`config.mk`:
```
export PLATFORM = sky130hd
export DESIGN_NAME = evr_marker_monitor
export DESIGN_NICKNAME = d
export VERILOG_FILES = /design/src/rtl/evr_marker_pkg.sv /design/src/rtl/evr_marker_channel.sv /design/src/rtl/evr_marker_monitor.sv
export SDC_FILE = /design/constraint.sdc
export NUM_CORES = 1
export LEC_CHECK = 0
export CAP_MARGIN = 20
export CORE_ASPECT_RATIO = 1.4
export CORE_MARGIN = 10
export CORE_UTILIZATION = 60
export CTS_BUF_LIST = sky130_fd_sc_hd__clkbuf_2 sky130_fd_sc_hd__clkbuf_4 sky130_fd_sc_hd__clkbuf_8
export CTS_CLUSTER_SIZE = 40
export DETAILED_ROUTE_END_ITERATION = 16
export HOLD_SLACK_MARGIN = 0.02
export PLACE_DENSITY = 0.83
export SYNTH_ARGS = -nofsm -noshare
export SYNTH_HDL_FRONTEND = slang
export SYNTH_SLANG_ARGS = --single-unit
```
`constraint.sdc`:
```
create_clock -name sysClk -period 10.9 [get_ports sysClk]
set_input_delay 2.725 -clock sysClk [delete_from_list [all_inputs] [get_ports sysClk]]
set_output_delay 2.725 -clock sysClk [all_outputs]
set_load 0.02 [all_outputs]
```
`src/rtl/evr_marker_pkg.sv`:
```
//------------------------------------------------------------------------------
// evr_marker_pkg : shared types and window helper for the EVR marker monitor
// Rev 1.0
//------------------------------------------------------------------------------
`default_nettype none

package evr_marker_pkg;

  localparam int c_ERR_WIDTH_DEFAULT = 16;

  typedef enum logic [1:0] {
    DISABLED = 2'd0,
    SEARCH   = 2'd1,
    MEASURE  = 2'd2
  } chState_e;

  typedef struct packed {
    logic [32:0] lo;
    logic [32:0] hi;
  } window_t;

  // Widest supported COUNT_WIDTH is 32; hi clamps to the counter's all-ones.
  function automatic window_t evrWindow(input logic [31:0] nom,
                                        input int tolShift,
                                        input int countWidth);
    logic [32:0] tol;
    logic [32:0] allOnes;
    window_t     win;
    tol     = {1'b0, nom} >> tolShift;
    allOnes = (33'd1 << countWidth) - 33'd1;
    win.lo  = {1'b0, nom} - tol;
    win.hi  = {1'b0, nom} + tol;
    if (win.hi > allOnes) win.hi = allOnes;
    return win;
  endfunction

endpackage

`default_nettype wire

```
`src/rtl/evr_marker_channel.sv`:
```
//------------------------------------------------------------------------------
// evr_marker_channel : one marker channel - synchroniser, period check, errors
// Rev 1.0
//------------------------------------------------------------------------------
`default_nettype none

module evr_marker_channel
  import evr_marker_pkg::*;
#(
  parameter int    COUNT_WIDTH   = 28,
  parameter int    TOL_SHIFT     = 3,
  parameter int    GOOD_REQUIRED = 2,
  parameter int    ERR_WIDTH     = c_ERR_WIDTH_DEFAULT,
  parameter string DEBUG         = "false"
) (
  input  logic                   sysClk,
  input  logic                   sysRst_n,
  input  logic                   evrMarker,
  input  logic [COUNT_WIDTH-1:0] nominalPeriod,
  input  logic                   clearErrors,
  output logic                   isValid,
  output logic                   markerStrobe,
  output logic [COUNT_WIDTH-1:0] period,
  output logic [ERR_WIDTH-1:0]   errorCount
);

  localparam logic [3:0] c_GOOD = 4'(GOOD_REQUIRED);

  logic                   r_sync0, r_sync1, r_delay, r_edge, r_strobe, r_valid;
  logic [COUNT_WIDTH-1:0] r_count, r_period;
  logic [3:0]             r_good;
  logic [ERR_WIDTH-1:0]   r_err;
  chState_e               r_state;

  chState_e               w_nextState;
  logic [COUNT_WIDTH-1:0] w_nextCount, w_nextPeriod;
  logic [3:0]             w_nextGood, w_goodInc;
  logic                   w_nextValid, w_incErr;
  logic [ERR_WIDTH-1:0]   w_nextErr;
  logic [COUNT_WIDTH:0]   w_spacing;
  logic [32:0]            w_spacing33;
  logic                   w_inWindow;
  window_t                w_win;

  assign w_win       = evrWindow(32'(nominalPeriod), TOL_SHIFT, COUNT_WIDTH);
  assign w_spacing   = {1'b0, r_count} + (COUNT_WIDTH+1)'(1);
  assign w_spacing33 = 33'(w_spacing);
  assign w_inWindow  = (w_spacing33 >= w_win.lo) && (w_spacing33 <= w_win.hi);
  assign w_goodInc   = (r_good == c_GOOD) ? r_good : r_good + 4'd1;

  always_comb begin
    w_nextState  = r_state;
    w_nextCount  = r_count;
    w_nextGood   = r_good;
    w_nextValid  = r_valid;
    w_nextPeriod = r_period;
    w_incErr     = 1'b0;
    if (nominalPeriod == '0) begin
      w_nextState = DISABLED;
      w_nextCount = '0;
      w_nextGood  = '0;
      w_nextValid = 1'b0;
    end else begin
      case (r_state)
        DISABLED: w_nextState = SEARCH;
        SEARCH: begin
          w_nextGood  = '0;
          w_nextValid = 1'b0;
          if (r_edge) begin
            w_nextCount = '0;
            w_nextState = MEASURE;
          end
        end
        MEASURE: begin
          // An edge landing on the timeout cycle is judged as a late edge.
          if (r_edge) begin
            w_nextCount  = '0;
            w_nextPeriod = w_spacing[COUNT_WIDTH-1:0];
            if (w_inWindow) begin
              w_nextGood  = w_goodInc;
              w_nextValid = (w_goodInc == c_GOOD);
            end else begin
              w_nextGood  = '0;
              w_nextValid = 1'b0;
              w_incErr    = 1'b1;
            end
          end else if (w_spacing33 > w_win.hi) begin
            w_nextState = SEARCH;
            w_nextCount = '0;
            w_nextGood  = '0;
            w_nextValid = 1'b0;
            w_incErr    = 1'b1;
          end else begin
            w_nextCount = r_count + COUNT_WIDTH'(1);
          end
        end
        default: w_nextState = SEARCH;
      endcase
    end
    w_nextErr = r_err;
    if (clearErrors)
      w_nextErr = '0;
    else if (w_incErr && (r_err != '1))
      w_nextErr = r_err + ERR_WIDTH'(1);
  end

  always_ff @(posedge sysClk or negedge sysRst_n) begin
    if (!sysRst_n) begin
      r_sync0  <= 1'b0;
      r_sync1  <= 1'b0;
      r_delay  <= 1'b0;
      r_edge   <= 1'b0;
      r_strobe <= 1'b0;
      r_valid  <= 1'b0;
      r_count  <= '0;
      r_period <= '0;
      r_good   <= '0;
      r_err    <= '0;
      r_state  <= SEARCH;
    end else begin
      r_sync0  <= evrMarker;
      r_sync1  <= r_sync0;
      r_delay  <= r_sync1;
      r_edge   <= r_sync1 & ~r_delay;
      r_strobe <= r_edge;
      r_valid  <= w_nextValid;
      r_count  <= w_nextCount;
      r_period <= w_nextPeriod;
      r_good   <= w_nextGood;
      r_err    <= w_nextErr;
      r_state  <= w_nextState;
    end
  end

  generate
    if (DEBUG == "true") begin : g_debug
      (* mark_debug = "true" *) logic [1:0] w_dbgState;
      assign w_dbgState = r_state;
    end
  endgenerate

  assign isValid      = r_valid;
  assign markerStrobe = r_strobe;
  assign period       = r_period;
  assign errorCount   = r_err;

endmodule

`default_nettype wire

```
`src/rtl/evr_marker_monitor.sv`:
```
//------------------------------------------------------------------------------
// evr_marker_monitor : CHANNELS independent EVR marker period monitors
// Rev 1.0
//------------------------------------------------------------------------------
`default_nettype none

module evr_marker_monitor
  import evr_marker_pkg::*;
#(
  parameter int    CHANNELS      = 2,
  parameter int    COUNT_WIDTH   = 28,
  parameter int    TOL_SHIFT     = 3,
  parameter int    GOOD_REQUIRED = 2,
  parameter int    ERR_WIDTH     = c_ERR_WIDTH_DEFAULT,
  parameter string DEBUG         = "false"
) (
  input  logic                            sysClk,
  input  logic                            sysRst_n,
  input  logic [CHANNELS-1:0]             evrMarker,
  input  logic [CHANNELS*COUNT_WIDTH-1:0] nominalPeriod,
  input  logic [CHANNELS-1:0]             clearErrors,
  output logic [CHANNELS-1:0]             isValid,
  output logic [CHANNELS-1:0]             markerStrobe,
  output logic [CHANNELS*COUNT_WIDTH-1:0] period,
  output logic [CHANNELS*ERR_WIDTH-1:0]   errorCount
);

  generate
    for (genvar ch = 0; ch < CHANNELS; ch++) begin : g_channel
      evr_marker_channel #(
        .COUNT_WIDTH  (COUNT_WIDTH),
        .TOL_SHIFT    (TOL_SHIFT),
        .GOOD_REQUIRED(GOOD_REQUIRED),
        .ERR_WIDTH    (ERR_WIDTH),
        .DEBUG        (DEBUG)
      ) u_channel (
        .sysClk       (sysClk),
        .sysRst_n     (sysRst_n),
        .evrMarker    (evrMarker[ch]),
        .nominalPeriod(nominalPeriod[ch*COUNT_WIDTH +: COUNT_WIDTH]),
        .clearErrors  (clearErrors[ch]),
        .isValid      (isValid[ch]),
        .markerStrobe (markerStrobe[ch]),
        .period       (period[ch*COUNT_WIDTH +: COUNT_WIDTH]),
        .errorCount   (errorCount[ch*ERR_WIDTH +: ERR_WIDTH])
      );
    end
  endgenerate

endmodule

`default_nettype wire

```
==> flow_summary_export.csv, run 1 <==
group,metric,value,unit
run_status,outcome,"complete, no violations",
clock_tree,cts_max_level,4,
yosys,synth_cells,2029,
layout,area_growth,12.5,%
drt,drt_wl_total,45900,µm
sta,slew_viol_final,0,
clock_tree,cts_tree,"built",
die,start_util,61.0,%
hold_path,worstHoldPathCells,0,
sta,period_share,86.5,%
setup_path,reg2reg_to,"g_channel[0].u_channel.r_good[0]$_DFFE_PN0P_",
global_route,antenna_found_initial,0,
sta,setup_viol,0,
hold_path,worstHoldPathType,"flip-flop to flip-flop",
sta,max_freq,0.106,GHz
layout,multi_input_area,0.0111,mm²
die,placementRows,71,
layout,final_util,68.6,%
setup_path,crit_fanout,26,
clock_tree,cts_made_buffers,17,
setup_path,max_stage_delay,0.59,ns
setup_path,crit_path_frequent_cell,"a21o_1",
sta,finalHoldViolCount,0,
die,core_area,0.0269,mm²
clock_tree,cts_sinks,168,
layout,seqCellArea,0.00421,mm²
drt,viasPerCell,6.07,
place,gp_congestion,0.946,
yosys,async_flop_share,100,%
clock_tree,postCtsHoldBufs,0,
drt,routedWlPerCell,18.4,µm
setup_path,critPathLaunchType,"primary input",
setup_path,critPathLaunch,"nominalPeriod[31]",
drt,route.met2.wl,24700,µm
power_and_ir_drop,leakage,8.99,nW
hold_path,hp-start,"g_channel[1].u_channel.r_sync0$_DFF_PN0_",
global_route,grt_max_degree,104,
hold_path,min_to,"g_channel[1].u_channel.r_sync1$_DFF_PN0_",
sta,clock_skew,0.0180,ns
global_route,grt_first_pass_wirelength,74600,µm
power_and_ir_drop,power_density,104,mW/mm²
flow_run,drv_cap,0,
yosys,syn_area_per_cell,8.09,µm²
die,dieArea,0.0345,mm²
sta,rsz0062_at_grt,"no",
drt,top_layer,"met4",
clock_tree,clock_latency,0.50,ns
setup_path,critical_path_class,"primary input to flip-flop",
clock_tree,clkTransAtPathRegs,0.10,ns
clock_tree,cts.path.max_buffers,2,
setup_path,worstPathArrival,9.81,ns
setup_path,worstPathRequired,11.28,ns
global_route,grt_pass1_vias,15300,
setup_path,rr_startpoint,"g_channel[0].u_channel.r_count[0]$_DFFE_PN0P_",
yosys,synth_warnings,0,
yosys,netlist_area,0.0164,mm²
sta,fin_tns_setup,0,ns
drt,wl_met1,16700,µm
yosys,ys_ff_latch,168,
place,dpl.hpwl,36700,µm
place,port_buffers,153,
yosys,ys_seq_area_share,25.6,%
power_and_ir_drop,peakVddDrop,79.4,µV
die,die_w,160,µm
drt,first_iter_violations,852,
yosys,synth_cell_types,87,
setup_path,cp_slowest_cell,"clkdlybuf4s50_1",
clock_tree,clockRootBuffer,"clkbuf_8",
global_route,grt_usage,25.8,%
layout,fillers,2234,
setup_path,reg2reg_slack,4.95,ns
drt,vias,15200,
setup_path,worstSetupEndpointType,"flip-flop",
drt,wl_met3,1800,µm
die,ios,154,
drt,first_pass_iters,7,
clock_tree,post_cts_buffers,0,
clock_tree,cts_resized,0,
drt,drtAntennaViolNets,0,
sta,hold-worst-slack,0.364,ns
yosys,synth_edf_count,0,
sta,worst_pin_slew,0.978,ns
yosys,ys.flop_type,"dfrtp_1",
layout,nets,2418,
sta,period_minus_slack,9.43,ns
drt,drc_errors,0,
power_and_ir_drop,p_total,1.92,mW
layout,drive_above_1_share,3.93,%
layout,n_antenna_cell,0,
sta,max-slew-margin-rel,34.8,%
setup_path,r2r_cells,21,
die,die_y,216,µm
global_route,grt-ovfl-total,0,
routing by layer:
layer | vias up | global-route usage [%]
li1 | 7304 | -
met1 | 7235 | 25.9
met2 | 481 | 49.4
met3 | 146 | 3.73
met4 | 0 | 14.8
met5 | - | 0
cells in the mapped netlist, types with 5 or more instances:
cell | instances | share of area, %
buf_4 | 8 | 0.37
nor2b_1 | 30 | 1.1
a221oi_1 | 6 | 0.32
nor2_1 | 190 | 4.3
o211ai_1 | 10 | 0.46
clkbuf_8 | 5 | 0.42
dfrtp_1 | 166 | 25
o21bai_1 | 16 | 0.73
nand2_1 | 180 | 4.1
xor2_1 | 69 | 3.7
and4_1 | 5 | 0.27
or4_1 | 5 | 0.23
xnor2_1 | 91 | 4.9
ha_1 | 230 | 18
a31oi_1 | 12 | 0.46
nor3_1 | 28 | 0.85
a2111oi_0 | 8 | 0.43
nor4_1 | 28 | 1.1
clkbuf_1 | 60 | 1.4
o22ai_1 | 5 | 0.19
nand3_1 | 69 | 2.1
o41ai_1 | 5 | 0.27
nand2b_1 | 30 | 1.1
o21ai_0 | 133 | 4.1
a211oi_1 | 8 | 0.37
and3_1 | 30 | 1.1
or3_1 | 14 | 0.53
o21a_1 | 21 | 0.96
a21oi_1 | 130 | 4.0
a21o_1 | 47 | 2.2
and2_1 | 8 | 0.31
nand4_1 | 43 | 1.6
buf_2 | 7 | 0.21
mux2_2 | 15 | 1.0
inv_1 | 173 | 4.0
or2_2 | 7 | 0.27
nor3b_1 | 6 | 0.27
o31ai_1 | 52 | 2.4
cells in the final DEF, fill, tap and decap left out, drive strengths merged, types with 43 or more instances in the layout:
cell | synthesis | routed
xor2 | 69 | 69
clkdlybuf4s50 | 1 | 152
xnor2 | 91 | 91
nand4 | 43 | 43
dfrtp | 166 | 166
o21ai | 135 | 135
o31ai | 52 | 52
nand3 | 69 | 69
nor2 | 190 | 190
a21oi | 131 | 131
a21o | 48 | 48
inv | 173 | 179
nand2 | 180 | 180
ha | 230 | 230
where the power goes:
group	total (mW)	leakage [nW]	internal (mW)	switching (mW)
Combinational	0.750	6.45	0.270	0.480
Clock	0.505	0.219	0.242	0.263
Sequential	0.661	2.32	0.643	0.0184
Total	1.92	8.99	1.15	0.761
kinds of logic after synthesis:
logic type | synth area share (%)
AO/OA/AOI/OAI | 19.6
flip-flops | 25.6
other | 0.0229
adder cells (fa/ha/maj) | 18.0
AND/OR/NAND/NOR | 20.1
XOR/XNOR | 8.54
buffers and inverters | 6.76
multiplexers | 1.27
registers in the layout, indices dropped and copies added, names as in the netlist:
name / flops
g_channel.u_channel.isValid: 2
g_channel.u_channel.r_sync1: 2
g_channel.u_channel.r_edge: 2
g_channel.u_channel.r_state: 4
g_channel.u_channel.r_sync0: 2
g_channel.u_channel.r_count: 56
g_channel.u_channel.r_delay: 2
g_channel.u_channel.errorCount: 32
g_channel.u_channel.period: 56
g_channel.u_channel.r_good: 8
g_channel.u_channel.markerStrobe: 2
per-stage QoR:
| stage | worst slack [ns] | instance area, µm² | std cells |
|---|---|---|---|
| after floorplan | 2.89 | 16400 | 2030 |
| after global placement | 1.08 | 18000 | 2467 |
| after detailed placement | 1.08 | 18000 | 2467 |
| after CTS | 1.55 | 18400 | 2499 |
| after global routing | 1.02 | 18500 | 2500 |
| final | 1.47 | 18500 | 2500 |
worst max path at each step:
stage and endpoint:
2_1_floorplan g_channel[1].u_channel.r_count[11]$_DFFE_PN0P_, 6_report g_channel[1].u_channel.r_count[17]$_DFFE_PN0P_, 4_1_cts g_channel[1].u_channel.r_count[17]$_DFFE_PN0P_, 3_5_place_dp g_channel[1].u_channel.r_count[17]$_DFFE_PN0P_
3_3_place_gp g_channel[1].u_channel.r_count[17]$_DFFE_PN0P_, 5_1_grt g_channel[1].u_channel.r_count[2]$_DFFE_PN0P_
critical path, delay by kind of cell:
family,cells,cell delay [ns]
buffers and inverters,3,0.96
and+or+nand+nor,5,1.63
AOI/OAI and AO/OA,14,3.54
adders and majority gates,3,0.94
final cells by class:
type                    count  area share [%]
repair buffers            162            8.73
multi-input cells        1600            60.1
clock buffers              19            1.38
inverters                 173            3.52
clock inverters            13           0.983
well taps                 365            2.47
flip-flops and latches    168            22.8
Power figures use the tool's default switching activity.
==> run 2, diff against run 1 <==
- HOLD_SLACK_MARGIN: 0.02 -> 0.15
==> results of run 2 <==
Final layout, timing and power as in run 1 (identical DEF).
==> run 3, diff against run 2 <==
- CORE_MARGIN: 10 -> unset
- GPL_TIMING_DRIVEN: unset -> 0
==> flow_summary_export.csv, run 3 (synthesis results as in run 1) <==
group,metric,value,unit
layout,drive_above_1_share,4.47,%
drt,drt_wl_total,45900,µm
power_and_ir_drop,power_density,102,mW/mm²
setup_path,worstPathArrival,10.24,ns
drt,viasPerCell,5.97,
hold_path,worstHoldPathType,"flip-flop to flip-flop",
global_route,grt-ovfl-total,0,
clock_tree,postCtsHoldBufs,0,
clock_tree,cts_sinks,168,
sta,fin_tns_setup,0,ns
clock_tree,cts_resized,0,
power_and_ir_drop,peakVddDrop,80.3,µV
drt,drtAntennaViolNets,0,
die,core_area,0.0268,mm²
sta,slew_viol_final,0,
clock_tree,cts_tree,"built",
sta,max-slew-margin-rel,41.2,%
die,dieArea,0.0280,mm²
layout,final_cell_area,0.0188,mm²
global_route,grt_usage,33.2,%
die,ios,154,
layout,final_util,70.2,%
die,die_w,142,µm
clock_tree,cts_made_buffers,17,
run_status,outcome,"complete, no violations",
layout,fillers,2257,
layout,nets,2498,
sta,worst_pin_slew,0.871,ns
drt,first_pass_iters,5,
sta,period_share,90.8,%
drt,drc_errors,0,
drt,vias,15400,
layout,layout_common_cells,"ha_1 (230), nor2_1 (190), nand2_1 (180)",
power_and_ir_drop,leakage,9.16,nW
clock_tree,clkTransAtPathRegs,0.09,ns
global_route,antenna_found_initial,0,
setup_path,cp_slowest_cell,"clkdlybuf4s50_1",
sta,max_freq,0.101,GHz
setup_path,critPathLaunchType,"primary input",
global_route,grt_first_pass_wirelength,73900,µm
setup_path,max_stage_delay,0.59,ns
clock_tree,post_cts_buffers,0,
setup_path,worstSetupEndpointType,"flip-flop",
layout,n_antenna_cell,0,
drt,first_iter_violations,851,
global_route,grt_max_degree,92,
setup_path,critical_path_class,"primary input to flip-flop",
sta,finalHoldViolCount,0,
die,start_util,61.2,%
sta,rsz0062_at_grt,"no",
place,gp_congestion,0.964,
setup_path,worstPathRequired,11.25,ns
clock_tree,clock_latency,0.46,ns
sta,period_minus_slack,9.90,ns
die,placementRows,71,
clock_tree,cts_max_level,4,
place,port_buffers,152,
place,dpl.hpwl,37400,µm
place,placed_cells,2548,
place,place_area,0.0184,mm²
layout,area_growth,14.8,%
setup_path,crit_fanout,10,
clock_tree,clockRootBuffer,"clkbuf_8",
clock_tree,cts.path.max_buffers,2,
flow_run,drv_cap,0,
global_route,grt_pass1_vias,15600,
drt,routedWlPerCell,17.8,µm
sta,setup_viol,0,
layout,layout_commonest_cell,"ha_1",
setup_path,crit_path_frequent_cell,"a21o_1",
layout,stdcell_count,2580,
sta,clock_skew,0.0263,ns
die,die_y,198,µm
==> run 3: changes by cell type in the layout (fill, tap and decap cells not counted), moves of 2 or more <==
cell	previous run	this run
buf_6	1	4
buf_2	0	7
buf_1	0	4
clkbuf_1	0	60
bufinv_16	3	1
clkbuf_8	18	22
clkinv_8	0	4
==> run 3: per-stage QoR <==
stage | power, mW | worst slack (ns) | hold WS, ns
final | 1.92 | 1.00 | 0.353
after global routing | 2.04 | 0.715 | 0.371
after global placement | 1.43 | 0.193 | 0.334
after detailed placement | 1.45 | 0.618 | 0.339
after floorplan | 1.21 | 2.89 | 0.331
after CTS | 1.92 | 1.10 | 0.356
==> run 3: routing by layer <==
layer	track usage, %	share of wire, %	up-vias
li1	-	-	7463
met1	32.3	36	7325
met2	64.2	53	456
met3	3.44	3.2	170
met4	24.0	7.2	0
met5	0	0	-
==> run 3: layout make-up <==
type,count,area (µm²),area share [%]
plain buffers,89,460,2.44
clock buffers,18,241,1.28
clock inverters,14,178,0.943
inverters,173,649,3.45
multi-input cells,1600,11100,58.9
flip-flops and latches,168,4210,22.3
well taps,365,457,2.42
repair buffers,153,1550,8.25
==> run 3: report_power, final <==
part           internal (mW)  switching [mW]  leakage [nW]  total, mW
clock network          0.197           0.272         0.207      0.469
logic                  0.279           0.513          6.63      0.792
registers              0.643          0.0157          2.32      0.659
total                   1.12           0.801          9.16       1.92
==> run 3: final timing paths <==
path / end / from / slack (ns) / cells after the start
setup reg to reg: g_channel[0].u_channel.errorCount[6]$_DFFE_PN0P_ / g_channel[0].u_channel.r_count[0]$_DFFE_PN0P_ / 4.91 / 21
setup / recovery: g_channel[1].u_channel.r_count[25]$_DFFE_PN0P_ / nominalPeriod[31] / 1.00 / 28
hold reg to reg: g_channel[0].u_channel.r_sync1$_DFF_PN0_ / g_channel[0].u_channel.r_sync0$_DFF_PN0_ / 0.35 / 0
max in group asynchronous: g_channel[1].u_channel.period[14]$_DFFE_PN0P_ / sysRst_n / 7.78 / 2
min in group asynchronous: g_channel[1].u_channel.r_count[21]$_DFFE_PN0P_ / sysRst_n / 2.22 / 1
hold / removal: g_channel[0].u_channel.r_sync1$_DFF_PN0_ / g_channel[0].u_channel.r_sync0$_DFF_PN0_ / 0.35 / 0
==> run 3: critical path: cells and delay by family <==
| kind | cells | cell delay [ns] |
|---|---|---|
| buffers and inverters | 6 | 1.64 |
| AO/OA/AOI/OAI | 14 | 3.74 |
| AND/OR/NAND/NOR | 5 | 1.23 |
| adder cells (fa/ha/maj) | 3 | 0.90 |
